<file path="src/rtl/interface_spimaster_if.sv">
// Host-side handshake and SPI pins of one interface_spimaster instance.
// The master modport is the controller's view; slave is the opposite (host/bench) view.
interface interface_spimaster_if #(
  parameter int unsigned BUFFER_SIZE = 144
) ();
  logic                   start;
  logic [BUFFER_SIZE-1:0] tx_data;
  logic [BUFFER_SIZE-1:0] rx_data;
  logic                   rx_header_ok;
  logic                   busy;
  logic                   done;
  logic                   SPI_SCK;
  logic                   SPI_SSEL;
  logic                   SPI_MOSI;
  logic                   SPI_MISO;

  modport master (
    input  start, tx_data, SPI_MISO,
    output rx_data, rx_header_ok, busy, done, SPI_SCK, SPI_SSEL, SPI_MOSI
  );

  modport slave (
    output start, tx_data, SPI_MISO,
    input  rx_data, rx_header_ok, busy, done, SPI_SCK, SPI_SSEL, SPI_MOSI
  );
endinterface

</file>
<file path="src/rtl/interface_spimaster.sv">
// SPI mode-0 master: one full-duplex BUFFER_SIZE-bit frame per start, MSB first,
// with a header check on the received frame.
module interface_spimaster #(
  parameter int unsigned BUFFER_SIZE = 144,
  parameter int unsigned CLK_DIV     = 4,
  parameter int unsigned CS_SETUP    = 2,
  parameter int unsigned CS_HOLD     = 2,
  parameter int unsigned CS_GAP      = 4,
  parameter logic [31:0] RX_HEADER   = 32'h64617461
) (
  input logic                   clk,
  input logic                   rst,
  interface_spimaster_if.master bus
);

  localparam int unsigned BitW   = $clog2(BUFFER_SIZE + 1);
  localparam int unsigned PhMaxA = (CLK_DIV > CS_SETUP) ? CLK_DIV : CS_SETUP;
  localparam int unsigned PhMaxB = (CS_HOLD > CS_GAP) ? CS_HOLD : CS_GAP;
  localparam int unsigned PhMax  = (PhMaxA > PhMaxB) ? PhMaxA : PhMaxB;
  localparam int unsigned PhW    = $clog2(PhMax + 1);

  localparam logic [PhW-1:0]  SetupLast = PhW'(CS_SETUP - 1);
  localparam logic [PhW-1:0]  DivLast   = PhW'(CLK_DIV - 1);
  localparam logic [PhW-1:0]  HoldLast  = PhW'(CS_HOLD - 1);
  // IDLE itself provides the final SSEL-high cycle, so GAP is one cycle shorter.
  localparam logic [PhW-1:0]  GapLast   = PhW'((CS_GAP > 1) ? (CS_GAP - 2) : 0);
  localparam logic [BitW-1:0] BitLast   = BitW'(BUFFER_SIZE - 1);

  typedef enum logic [2:0] {StIdle, StSetup, StLow, StHigh, StHold, StGap} state_e;

  state_e                 state_q;
  logic [PhW-1:0]         ph_q;
  logic [BitW-1:0]        bit_q;
  logic [BUFFER_SIZE-1:0] tx_q;
  logic [BUFFER_SIZE-1:0] rx_q;
  logic [BUFFER_SIZE-1:0] rx_data_q;
  logic                   hdr_ok_q;
  logic                   sck_q;
  logic                   ssel_q;
  logic                   busy_q;
  logic                   done_q;
  logic [31:0]            rx_hdr;

  // First wire byte is the header LSB byte.
  assign rx_hdr = {rx_q[BUFFER_SIZE-25 -: 8], rx_q[BUFFER_SIZE-17 -: 8],
                   rx_q[BUFFER_SIZE-9 -: 8],  rx_q[BUFFER_SIZE-1 -: 8]};

  always_ff @(posedge clk) begin
    if (rst) begin
      state_q   <= StIdle;
      ph_q      <= '0;
      bit_q     <= '0;
      tx_q      <= '0;
      rx_q      <= '0;
      rx_data_q <= '0;
      hdr_ok_q  <= 1'b0;
      sck_q     <= 1'b0;
      ssel_q    <= 1'b1;
      busy_q    <= 1'b0;
      done_q    <= 1'b0;
    end else begin
      done_q <= 1'b0;
      unique case (state_q)
        StIdle: begin
          if (bus.start) begin
            tx_q    <= bus.tx_data;
            ssel_q  <= 1'b0;
            busy_q  <= 1'b1;
            ph_q    <= '0;
            bit_q   <= '0;
            state_q <= StSetup;
          end
        end
        StSetup: begin
          if (ph_q == SetupLast) begin
            ph_q    <= '0;
            state_q <= StLow;
          end else begin
            ph_q <= ph_q + 1'b1;
          end
        end
        StLow: begin
          if (ph_q == DivLast) begin
            ph_q    <= '0;
            sck_q   <= 1'b1;
            rx_q    <= {rx_q[BUFFER_SIZE-2:0], bus.SPI_MISO};
            state_q <= StHigh;
          end else begin
            ph_q <= ph_q + 1'b1;
          end
        end
        StHigh: begin
          if (ph_q == DivLast) begin
            ph_q  <= '0;
            sck_q <= 1'b0;
            bit_q <= bit_q + 1'b1;
            if (bit_q == BitLast) begin
              state_q <= StHold;
            end else begin
              // MOSI is the tx MSB, so it advances only on SCK falling edges.
              tx_q    <= {tx_q[BUFFER_SIZE-2:0], 1'b0};
              state_q <= StLow;
            end
          end else begin
            ph_q <= ph_q + 1'b1;
          end
        end
        StHold: begin
          if (ph_q == HoldLast) begin
            ph_q      <= '0;
            ssel_q    <= 1'b1;
            done_q    <= 1'b1;
            rx_data_q <= rx_q;
            hdr_ok_q  <= (rx_hdr == RX_HEADER);
            if (CS_GAP == 1) begin
              busy_q  <= 1'b0;
              state_q <= StIdle;
            end else begin
              state_q <= StGap;
            end
          end else begin
            ph_q <= ph_q + 1'b1;
          end
        end
        StGap: begin
          if (ph_q == GapLast) begin
            ph_q    <= '0;
            busy_q  <= 1'b0;
            state_q <= StIdle;
          end else begin
            ph_q <= ph_q + 1'b1;
          end
        end
        default: state_q <= StIdle;
      endcase
    end
  end

  assign bus.rx_data      = rx_data_q;
  assign bus.rx_header_ok = hdr_ok_q;
  assign bus.busy         = busy_q;
  assign bus.done         = done_q;
  assign bus.SPI_SCK      = sck_q;
  assign bus.SPI_SSEL     = ssel_q;
  assign bus.SPI_MOSI     = tx_q[BUFFER_SIZE-1];

endmodule

</file>
<file path="src/flat_wrapper.sv">
// flat-port wrapper written by rule: the top's interface ports become plain ports
module interface_spimaster_flat 
#(
  parameter int unsigned BUFFER_SIZE = 144,
  parameter int unsigned CLK_DIV     = 4,
  parameter int unsigned CS_SETUP    = 2,
  parameter int unsigned CS_HOLD     = 2,
  parameter int unsigned CS_GAP      = 4,
  parameter logic [31:0] RX_HEADER   = 32'h64617461
)
  (clk, rst, bus_start, bus_tx_data, bus_SPI_MISO, bus_rx_data, bus_rx_header_ok, bus_busy, bus_done, bus_SPI_SCK, bus_SPI_SSEL, bus_SPI_MOSI);
  interface_spimaster_if #(.BUFFER_SIZE(BUFFER_SIZE)) bus_i ();
  input logic clk;
  input logic rst;
  input wire logic [$bits(bus_i.start)-1:0] bus_start;
  input wire logic [$bits(bus_i.tx_data)-1:0] bus_tx_data;
  input wire logic [$bits(bus_i.SPI_MISO)-1:0] bus_SPI_MISO;
  output wire logic [$bits(bus_i.rx_data)-1:0] bus_rx_data;
  output wire logic [$bits(bus_i.rx_header_ok)-1:0] bus_rx_header_ok;
  output wire logic [$bits(bus_i.busy)-1:0] bus_busy;
  output wire logic [$bits(bus_i.done)-1:0] bus_done;
  output wire logic [$bits(bus_i.SPI_SCK)-1:0] bus_SPI_SCK;
  output wire logic [$bits(bus_i.SPI_SSEL)-1:0] bus_SPI_SSEL;
  output wire logic [$bits(bus_i.SPI_MOSI)-1:0] bus_SPI_MOSI;
  assign bus_i.start = bus_start;
  assign bus_i.tx_data = bus_tx_data;
  assign bus_i.SPI_MISO = bus_SPI_MISO;
  assign bus_rx_data = bus_i.rx_data;
  assign bus_rx_header_ok = bus_i.rx_header_ok;
  assign bus_busy = bus_i.busy;
  assign bus_done = bus_i.done;
  assign bus_SPI_SCK = bus_i.SPI_SCK;
  assign bus_SPI_SSEL = bus_i.SPI_SSEL;
  assign bus_SPI_MOSI = bus_i.SPI_MOSI;
  interface_spimaster #(.BUFFER_SIZE(BUFFER_SIZE), .CLK_DIV(CLK_DIV), .CS_SETUP(CS_SETUP), .CS_HOLD(CS_HOLD), .CS_GAP(CS_GAP), .RX_HEADER(RX_HEADER)) u_core (.clk(clk), .rst(rst), .bus(bus_i));
endmodule
</file>
<file path="config.mk">
export PLATFORM = sky130hd
export DESIGN_NAME = interface_spimaster_flat
export DESIGN_NICKNAME = d
export VERILOG_FILES = /design/src/rtl/interface_spimaster_if.sv /design/src/rtl/interface_spimaster.sv /design/src/flat_wrapper.sv
export SDC_FILE = /design/constraint.sdc
export NUM_CORES = 1
export LEC_CHECK = 0
export ABC_AREA = 1
export CAP_MARGIN = 10
export CORE_MARGIN = 8
export CORE_UTILIZATION = 30
export CTS_CLUSTER_DIAMETER = 150
export CTS_CLUSTER_SIZE = 30
export DETAILED_ROUTE_END_ITERATION = 7
export HOLD_SLACK_MARGIN = 0.06
export MAX_ROUTING_LAYER = met4
export PLACE_DENSITY = 0.55
export SLEW_MARGIN = 10
export SYNTH_ARGS = -nofsm -noshare
export SYNTH_HDL_FRONTEND = slang
export SYNTH_SLANG_ARGS = --single-unit
</file>
<file path="constraint.sdc">
create_clock -name clk -period 1.9 [get_ports clk]
set_clock_uncertainty 0.15 [all_clocks]
set_input_delay 0.38 -clock clk [delete_from_list [all_inputs] [get_ports clk]]
set_output_delay 0.38 -clock clk [all_outputs]
set_load 0.1 [all_outputs]
</file>
==> Word-level counts from Yosys, hierarchy flattened <==
Index checks and enable logic that the tools add are counted.
{ "totals": {"regBits": 451, "wordCells": 79, "out_inout_bits": 150, "inputBits": 148} }
{ "classes": {"bitwise_logic": 1, "n_eq_ne": 17, "muxes": 30, "reduce_logical": 18, "add_sub_neg": 2} }
{ "op_table": {"columns": ["op", "count"], "rows": [
  ["$mux 144", 3],
  ["$pmux 144 s2", 1],
  ["$mux 3", 11],
  ["$eq 32x31->1 const B", 1],
  ["$pmux 3 s6", 1],
  ["$mux 8", 2],
  ["$pmux 8 s2", 1],
  ["$eq 3x2->1 const B", 4],
  ["$pmux 3 s4", 1],
  ["$reduce_and 3->1", 4],
  ["$ne 2x1->1 const B", 5],
  ["$add 8x1->8 const B", 1],
  ["$eq 8x8->1 const B", 1],
  ["$reduce_bool 2->1", 4],
  ["$mux 1", 7],
  ["$eq 3x1->1 const B", 2],
  ["$eq 3x3->1 const B", 2],
  ["$pmux 1 s2", 3],
  ["$reduce_and 2->1", 3],
  ["$reduce_and 6->1", 1],
  ["$reduce_or 2->1", 3],
  ["$ne 2x2->1 const B", 2],
  ["$reduce_and 4->1", 1],
  ["$reduce_bool 4->1", 1],
  ["3 further kinds", 3]
]} }

==> Depth between registers and ports, before layout <==
Gate-level depths: netlist (run 1).
{ "depth": {"ltp_word": 4, "ltp_mapped": 12, "depth_no_buf": 10} }

==> Worst setup path after synthesis (run 1) <==
Ideal clock, no wire load.
{ "synth_timing": {"path_type": "register -> register", "from": "register u_core.bit_q[0]", "to": "register u_core.tx_q[100]", "arrival_ps": 1482, "setup_ps": 115, "setup_slack_ps": 153, "path_buffers": 2, "stages_incl_launch_ff": 11, "required_time_ps": 1635, "synth_period_minus_slack_ps": 1747, "path_cell_list": "dfxtp_1 > ha_1 > nand2_1 > nor2_1 > nand3_1 > nand2_1 > nand2_2 > buf_2 > buf_2 > a21oi_1 > nor2_1"} }
{ "synth_via": {"elab_chain_len": 3} }
{ "synth_lines": {"columns": ["element", "line_no", "rtl"], "rows": [
  ["from (decl)", "interface_spimaster.sv:33", "logic [BitW-1:0] bit_q;"],
  ["from (signal assigned)", "interface_spimaster.sv:96", "bit_q <= bit_q + 1'b1;"],
  ["$eq 8x8->1", "interface_spimaster.sv:97", "if (bit_q == BitLast) begin"],
  ["$ne 2x2->1 (no line)", null, null],
  ["$reduce_and 4->1 (no line)", null, null],
  ["to (signal assigned)", "interface_spimaster.sv:66", "tx_q <= bus.tx_data;"],
  ["to (signal assigned)", "interface_spimaster.sv:101", "tx_q <= {tx_q[BUFFER_SIZE-2:0], 1'b0};"],
  ["to (decl)", "interface_spimaster.sv:34", "logic [BUFFER_SIZE-1:0] tx_q;"]
]} }
Every way passes these cells.
A chain may end at the register's enable or synchronous reset.

==> Worst setup path after layout (run 1) <==
{ "layout_timing": {"from": "register u_core.bit_q[0]", "to": "register u_core.tx_q[40]"} }
The elaborated chain is that of the path after synthesis.

==> metrics.txt, run 1 <==
Main synth FF type dfxtp_1; Area contributors post-synth dfxtp_1 49%, nand2_1 14%, o21ai_0 6.5%; Post-synth top cells 709 x nand2_1, 451 x dfxtp_1, 297 x nor2_1, 241 x o21ai_0, 239 x a21oi_1; Netlist cell types 25; CTS tree done; Die Height 265 um; die area 70,100 um^2; Critical Path End Type flop; GPL Wtd Cong 0.804; first-pass GRT wire length 81.9 mm; Synth warnings 0; share of cells above drive strength 1 12.7%; r2r startpoint u_core.bit_q[0]$_SDFFE_PP0P_; Cells after Synth 2,490; top cell type's share of synthesized area 48.6%; Hold Crit Class in -> reg; most common cell in the netlist nand2_1; Final Setup Violations 0; crit path launch u_core.bit_q[0]$_SDFFE_PP0P_; Pins Over Slew Limit 0; worst path required time 2.26 ns; Num Clock Sinks 451; Initial DRT Pass Iterations 7; HP Start bus_SPI_MISO; std cell rows 91; Routed WL 53.7 mm; hold_buf cts 0; Avg Inst Size Synth 7.46 um^2; critical-path maximum fanout 13; core area 61,500 um^2; Root Buffer clkbuf_16; Cell Area, Placed 24,000 um^2; cell area after synthesis 18,600 um^2; leak pwr 10.3 nW; final hold vios 0; Tot GR Track Use 14.1%; drt drc 0; Final #Nets 2,889; final setup TNS 0 ns; WL per Instance 15.2 um; Slew HR 79.7%; crit path time final 1.89 ns; vias in the first global route 15,500; Worst Tran Pin Value 0.305 ns; clock latency on the worst-skew pair 0.57 ns; port bufs 297; # fillers 6,126; via count 16,700; initial core utilization 30.2%; outcome complete, no violations; asr flop ratio synth 0%; maximum vdd drop 0.677 mV; Max Freq 0.530 GHz; sequential element share of the synthesized area 48.6%; period utilization 99.2%; hpwl dp 33.8 mm; via density per instance 4.74; chip width 265 um; H-Tree Depth 1; largest net degree at the start of global routing 66; Antenna Nets Post-Route 0; Yosys top cell by area dfxtp_1; count of flip-flops with a built-in enable after synthesis 0; Ports 298; Worst-path clk slew 0.13 ns; critical path startpoint category flop; Overflow after GRT 0; Area growth, synth to finish 37.2%; Clock Path Buffers 3; Synth Register Bits 451; MaxCap Viol Count 0; TritonCTS buffer count 19; Synth Net Count 2,644; First DRT Iteration DRCs 1,168; fin area 25,500 um^2; pwr dens 1150 nW/um^2; antenna violations before repair 1; Post-Place Worst Slack -0.255 ns; critical path type reg -> reg; setup ws final 0.0144 ns; worst path arrival time 2.24 ns; RSZ-0062 raised after global routing true
## stage by stage
| stage | hold WS (ns) | instances | util [%] | power (W) |
|---|---|---|---|---|
| 6_report | 0.306 | 3526 | 41.4 | 0.0293 |
| 5_1_grt | 0.299 | 3526 | 41.4 | 0.0313 |
| 2_1_floorplan | 0.286 | 2490 | - | 0.0194 |
| 3_3_place_gp | 0.296 | 3466 | 39.0 | 0.0211 |
| 4_1_cts | 0.268 | 3488 | 39.9 | 0.0265 |
| 3_5_place_dp | 0.301 | 3466 | 39.0 | 0.0215 |
## kinds of logic after synthesis
logic type / after synthesis / synth area share (%)
adder cells (fa/ha/maj): 6 / 0.404
buffers and inverters: 305 / 7.90
AO/OA/AOI/OAI: 537 / 15.6
flip-flops: 451 / 48.6
XOR/XNOR: 2 / 0.0943
AND/OR/NAND/NOR: 1189 / 27.4
## layout make-up
class | count | area, um^2 | area share, %
diodes | 1 | 2.50 | 0.00983
inverters | 113 | 445 | 1.75
clock buffers | 19 | 475 | 1.87
flip-flops and latches | 451 | 9040 | 35.5
well taps | 790 | 988 | 3.88
clock inverters | 2 | 36.3 | 0.142
multi-input cells | 1739 | 8360 | 32.8
repair buffers | 411 | 6120 | 24.0
## critical path, cell delays in order, from the launching register on
cell       delay, ns
dfxtp_2         0.38
ha_4            0.14
nand2_2         0.06
nor2_2          0.13
nand3_2         0.14
nand2_8         0.19
nand2_8         0.17
clkbuf_16       0.22
nand3b_1        0.08
nand2_1         0.05
nor2_1          0.09
## state kept, by name, summed over array words and instances (netlist names), 3 cells and up
register	cells
u_core.state_q	3
u_core.bus.rx_data	144
u_core.bit_q	8
u_core.tx_q	144
u_core.ph_q	3
u_core.rx_q	144
## worst paths after layout
path	cells past startpoint	slack, ns	to
setup reg to reg	10	0.01	u_core.tx_q[40]$_SDFFE_PP0P_
hold / removal	3	0.31	u_core.rx_q[0]$_SDFFE_PP0P_
hold reg to reg	2	0.31	u_core.rx_q[109]$_SDFFE_PP0P_
setup / recovery	10	0.01	u_core.tx_q[40]$_SDFFE_PP0P_
## layout by cell type, fill, tap and decap left out, types with 2 or more instances in the layout
master           synthesis  routed
buf_8                    0       2
a22o_1                  57      57
o21ai_1                  0      11
dfxtp_2                  0       4
nand2_2                  2       5
nor2_2                   2       2
inv_8                    0       2
nand3_1                 21      19
buf_16                   0       7
inv_2                    2       2
buf_6                   20      11
buf_12                   0     175
nor2_4                   1       3
ha_1                     6       5
o21ai_0                241     227
o21ai_2                  0       3
dfxtp_4                  0       3
nand3b_1               143     143
nand4_1                  4       4
clkdlybuf4s50_1          0     147
nand3_2                  1       2
nor3_1                   7       7
nand3_4                  0       2
nor2_1                 297     295
buf_4                   22      53
a21oi_1                239     217
xor2_1                   2       2
nand2_8                  0       4
a21oi_2                  0      22
inv_1                  111     106
dfxtp_1                451     444
nand2_4                  0       4
clkbuf_16                0      35
nand2_1                709     702
## metal layers
layer / track usage (%) / part of all wire, %
met1: 18.6 / 47
met2: 22.2 / 46
met3: 3.32 / 6.4
met4: 2.10 / 1.1
met5: - / 0
## report_power, final
part,switching [W],internal (W)
combinational,0.00694,0.00567
clock,0.00308,0.00187
sequential,0.000783,0.0109
total,0.0108,0.0185
## what timing repair did
item	in CTS	in global routing
gates cloned	0	25
buffers inserted	1	12
endpoints found under the setup margin	107	351
pin swaps	0	9
resized for setup	5	98
Power figures use the tool's default switching activity.
==> inputs of run 2 (changes only) <==
--- a/config.mk
+++ b/config.mk
@@ -6,7 +6,6 @@
 export NUM_CORES = 1
 export LEC_CHECK = 0
 export ABC_AREA = 1
-export CAP_MARGIN = 10
 export CORE_MARGIN = 8
 export CORE_UTILIZATION = 30
 export CTS_CLUSTER_DIAMETER = 150
@@ -14,7 +13,7 @@
 export DETAILED_ROUTE_END_ITERATION = 7
 export HOLD_SLACK_MARGIN = 0.06
 export MAX_ROUTING_LAYER = met4
-export PLACE_DENSITY = 0.55
+export PLACE_DENSITY = 0.47
 export SLEW_MARGIN = 10
 export SYNTH_ARGS = -nofsm -noshare
 export SYNTH_HDL_FRONTEND = slang
==> run 2 against run 1 <==
Compared with the run above:
- sequential share of layout area shrank 0.53 points
- die area is the same
- cell area is 1.4% higher
- wire length grew 7.5%
- non-clock buffer count is 9 higher
- highest routed layer unchanged
- combinational power increased by 6%
- first-iteration DRC count down 4.8%
- sequential power is essentially flat
==> metrics.txt, run 2 (synthesized netlist as in run 1, its figures left out) <==
HP Start bus_SPI_MISO; Critical path buffers and inverters 1; FF-to-FF path depth 9; hold_buf cts 0; Critical Path End Type flop; MaxCap Viol Count 0; initial core utilization 30.2%; antenna violations before repair 2; worst path required time 2.22 ns; critical-path maximum fanout 12; Reg-to-Reg End u_core.tx_q[124]$_SDFFE_PP0P_; Max Freq 0.542 GHz; fin area 25,800 um^2; hold endpoint u_core.rx_q[0]$_SDFFE_PP0P_; Root Buffer clkbuf_16; drt drc 0; critical path's slowest cell dfxtp_4; Routed WL 57.7 mm; Tot GR Track Use 15.0%; Area growth, synth to finish 39.1%; Top Family by Delay on Critical Path simple AND/OR/NAND/NOR gates; most used cell, CP nand2_4; Hold Crit Class in -> reg; CTS tree done; r2r startpoint u_core.bit_q[1]$_SDFFE_PP0P_; placed cell count 3,467; vias in the first global route 16,000; critical path startpoint category flop; GPL Wtd Cong 0.767; port bufs 297; critical path type reg -> reg; RSZ-0062 raised after global routing true; Final #Nets 2,900; core area 61,500 um^2; first-pass GRT wire length 86.3 mm; WL per Instance 16.3 um; commonest non-fill, non-tap cell in the layout nand2_1; Antenna Nets Post-Route 0; Clock Path Buffers 3; R2R setup slack 0.05 ns; most frequent cells in the layout 702 x nand2_1, 447 x dfxtp_1, 274 x nor2_1, 239 x o21ai_0, 221 x a21oi_1; leak pwr 10.5 nW; Pins Over Slew Limit 0; pwr dens 1160 nW/um^2; Final Core Density 42.0%; final std cells w/o fill 3,539; final hold vios 0; Slew HR 71.4%; First DRT Iteration DRCs 1,112; via count 16,900; Overflow after GRT 0; Initial DRT Pass Iterations 5; maximum vdd drop 0.629 mV; chip width 265 um; largest net degree at the start of global routing 107; TritonCTS buffer count 19; CP max stage delay 0.39 ns; outcome complete, no violations; die area 70,100 um^2; hold depth 3; hpwl dp 34.9 mm; H-Tree Depth 1; Die Height 265 um; via density per instance 4.76; Cell Area, Placed 24,100 um^2; Ports 298; CP cell instances ha_4, nand2_4, nor2_4, nand3_4, nand2_8, nand2_4, clkbuf_16, a21oi_1, nor2_1; crit path time final 1.85 ns; Worst Tran Pin Value 0.429 ns; worst path arrival time 2.17 ns; std cell rows 91; share of cells above drive strength 1 13.6%; period utilization 97.1%; Num Clock Sinks 451; clock latency on the worst-skew pair 0.56 ns; Worst-path clk slew 0.12 ns; Final Setup Violations 0
-- run 2: per-stage QoR --
stage	hold slack, ns	setup WS [ns]	power [W]	TNS (ns)
after floorplan	0.286	0.153	0.0194	0
after global placement	0.300	-0.183	0.0214	-22.77
after detailed placement	0.301	-0.191	0.0217	-24.99
after CTS	0.276	-0.0228	0.0275	-0.197
after global routing	0.328	-0.0457	0.0321	-1.66
final	0.311	0.0548	0.0300	0
-- run 2: worst min-delay path, cell delays in order --
cell and delay [ns]:
clkdlybuf4s50_1 0.45, o21ai_0 0.08, nor2_1 0.08
-- run 2: how the worst max path moves through the flow --
stage | startpoint | end | slack (ns) | cells past startpoint
6_report | u_core.bit_q[1]$_SDFFE_PP0P_ | u_core.tx_q[124]$_SDFFE_PP0P_ | 0.05 | 9
5_1_grt | u_core.bit_q[1]$_SDFFE_PP0P_ | u_core.tx_q[26]$_SDFFE_PP0P_ | -0.05 | 10
4_1_cts | u_core.bit_q[1]$_SDFFE_PP0P_ | u_core.tx_q[143]$_SDFFE_PP0P_ | -0.02 | 9
3_5_place_dp | bus_start | u_core.tx_q[103]$_SDFFE_PP0P_ | -0.19 | 9
3_3_place_gp | bus_start | u_core.tx_q[126]$_SDFFE_PP0P_ | -0.18 | 9
2_1_floorplan | u_core.bit_q[0]$_SDFFE_PP0P_ | u_core.tx_q[100]$_SDFFE_PP0P_ | 0.15 | 10
-- run 2: metal layers --
| layer | vias to the layer above | wire length, um | global-route usage [%] | share of wire, % |
|---|---|---|---|---|
| li1 | 8560 | - | - | - |
| met1 | 7912 | 26800 | 19.6 | 46 |
| met2 | 328 | 26800 | 23.9 | 46 |
| met3 | 50 | 3420 | 3.53 | 5.9 |
| met4 | 0 | 783 | 2.38 | 1.4 |
| met5 | - | 0 | - | 0 |
-- run 2: layout make-up --
type                       instances  area (um^2)
timing repair inverter             2         17.5
tap                              790          988
clock inverter                     3         43.8
clock buffer                      19          475
multi-input combinational       1739         8420
sequential                       451         9040
inverter                         113          457
timing repair buffer             420         6390
antenna                            2         5.00
fill                            6161        35600
-- run 2: timing repair --
item,CTS,global route
pin swaps,2,8
setup buffers,7,7
gates resized for setup,17,84
endpoints found under the setup margin,195,310
cloned,6,29
-- run 2: where the power goes --
part	total [W]	leakage, nW	switching, W	internal, W
registers	0.0117	3.67	0.000753	0.0109
logic	0.0133	6.54	0.00735	0.00595
clock network	0.00501	0.254	0.00314	0.00187
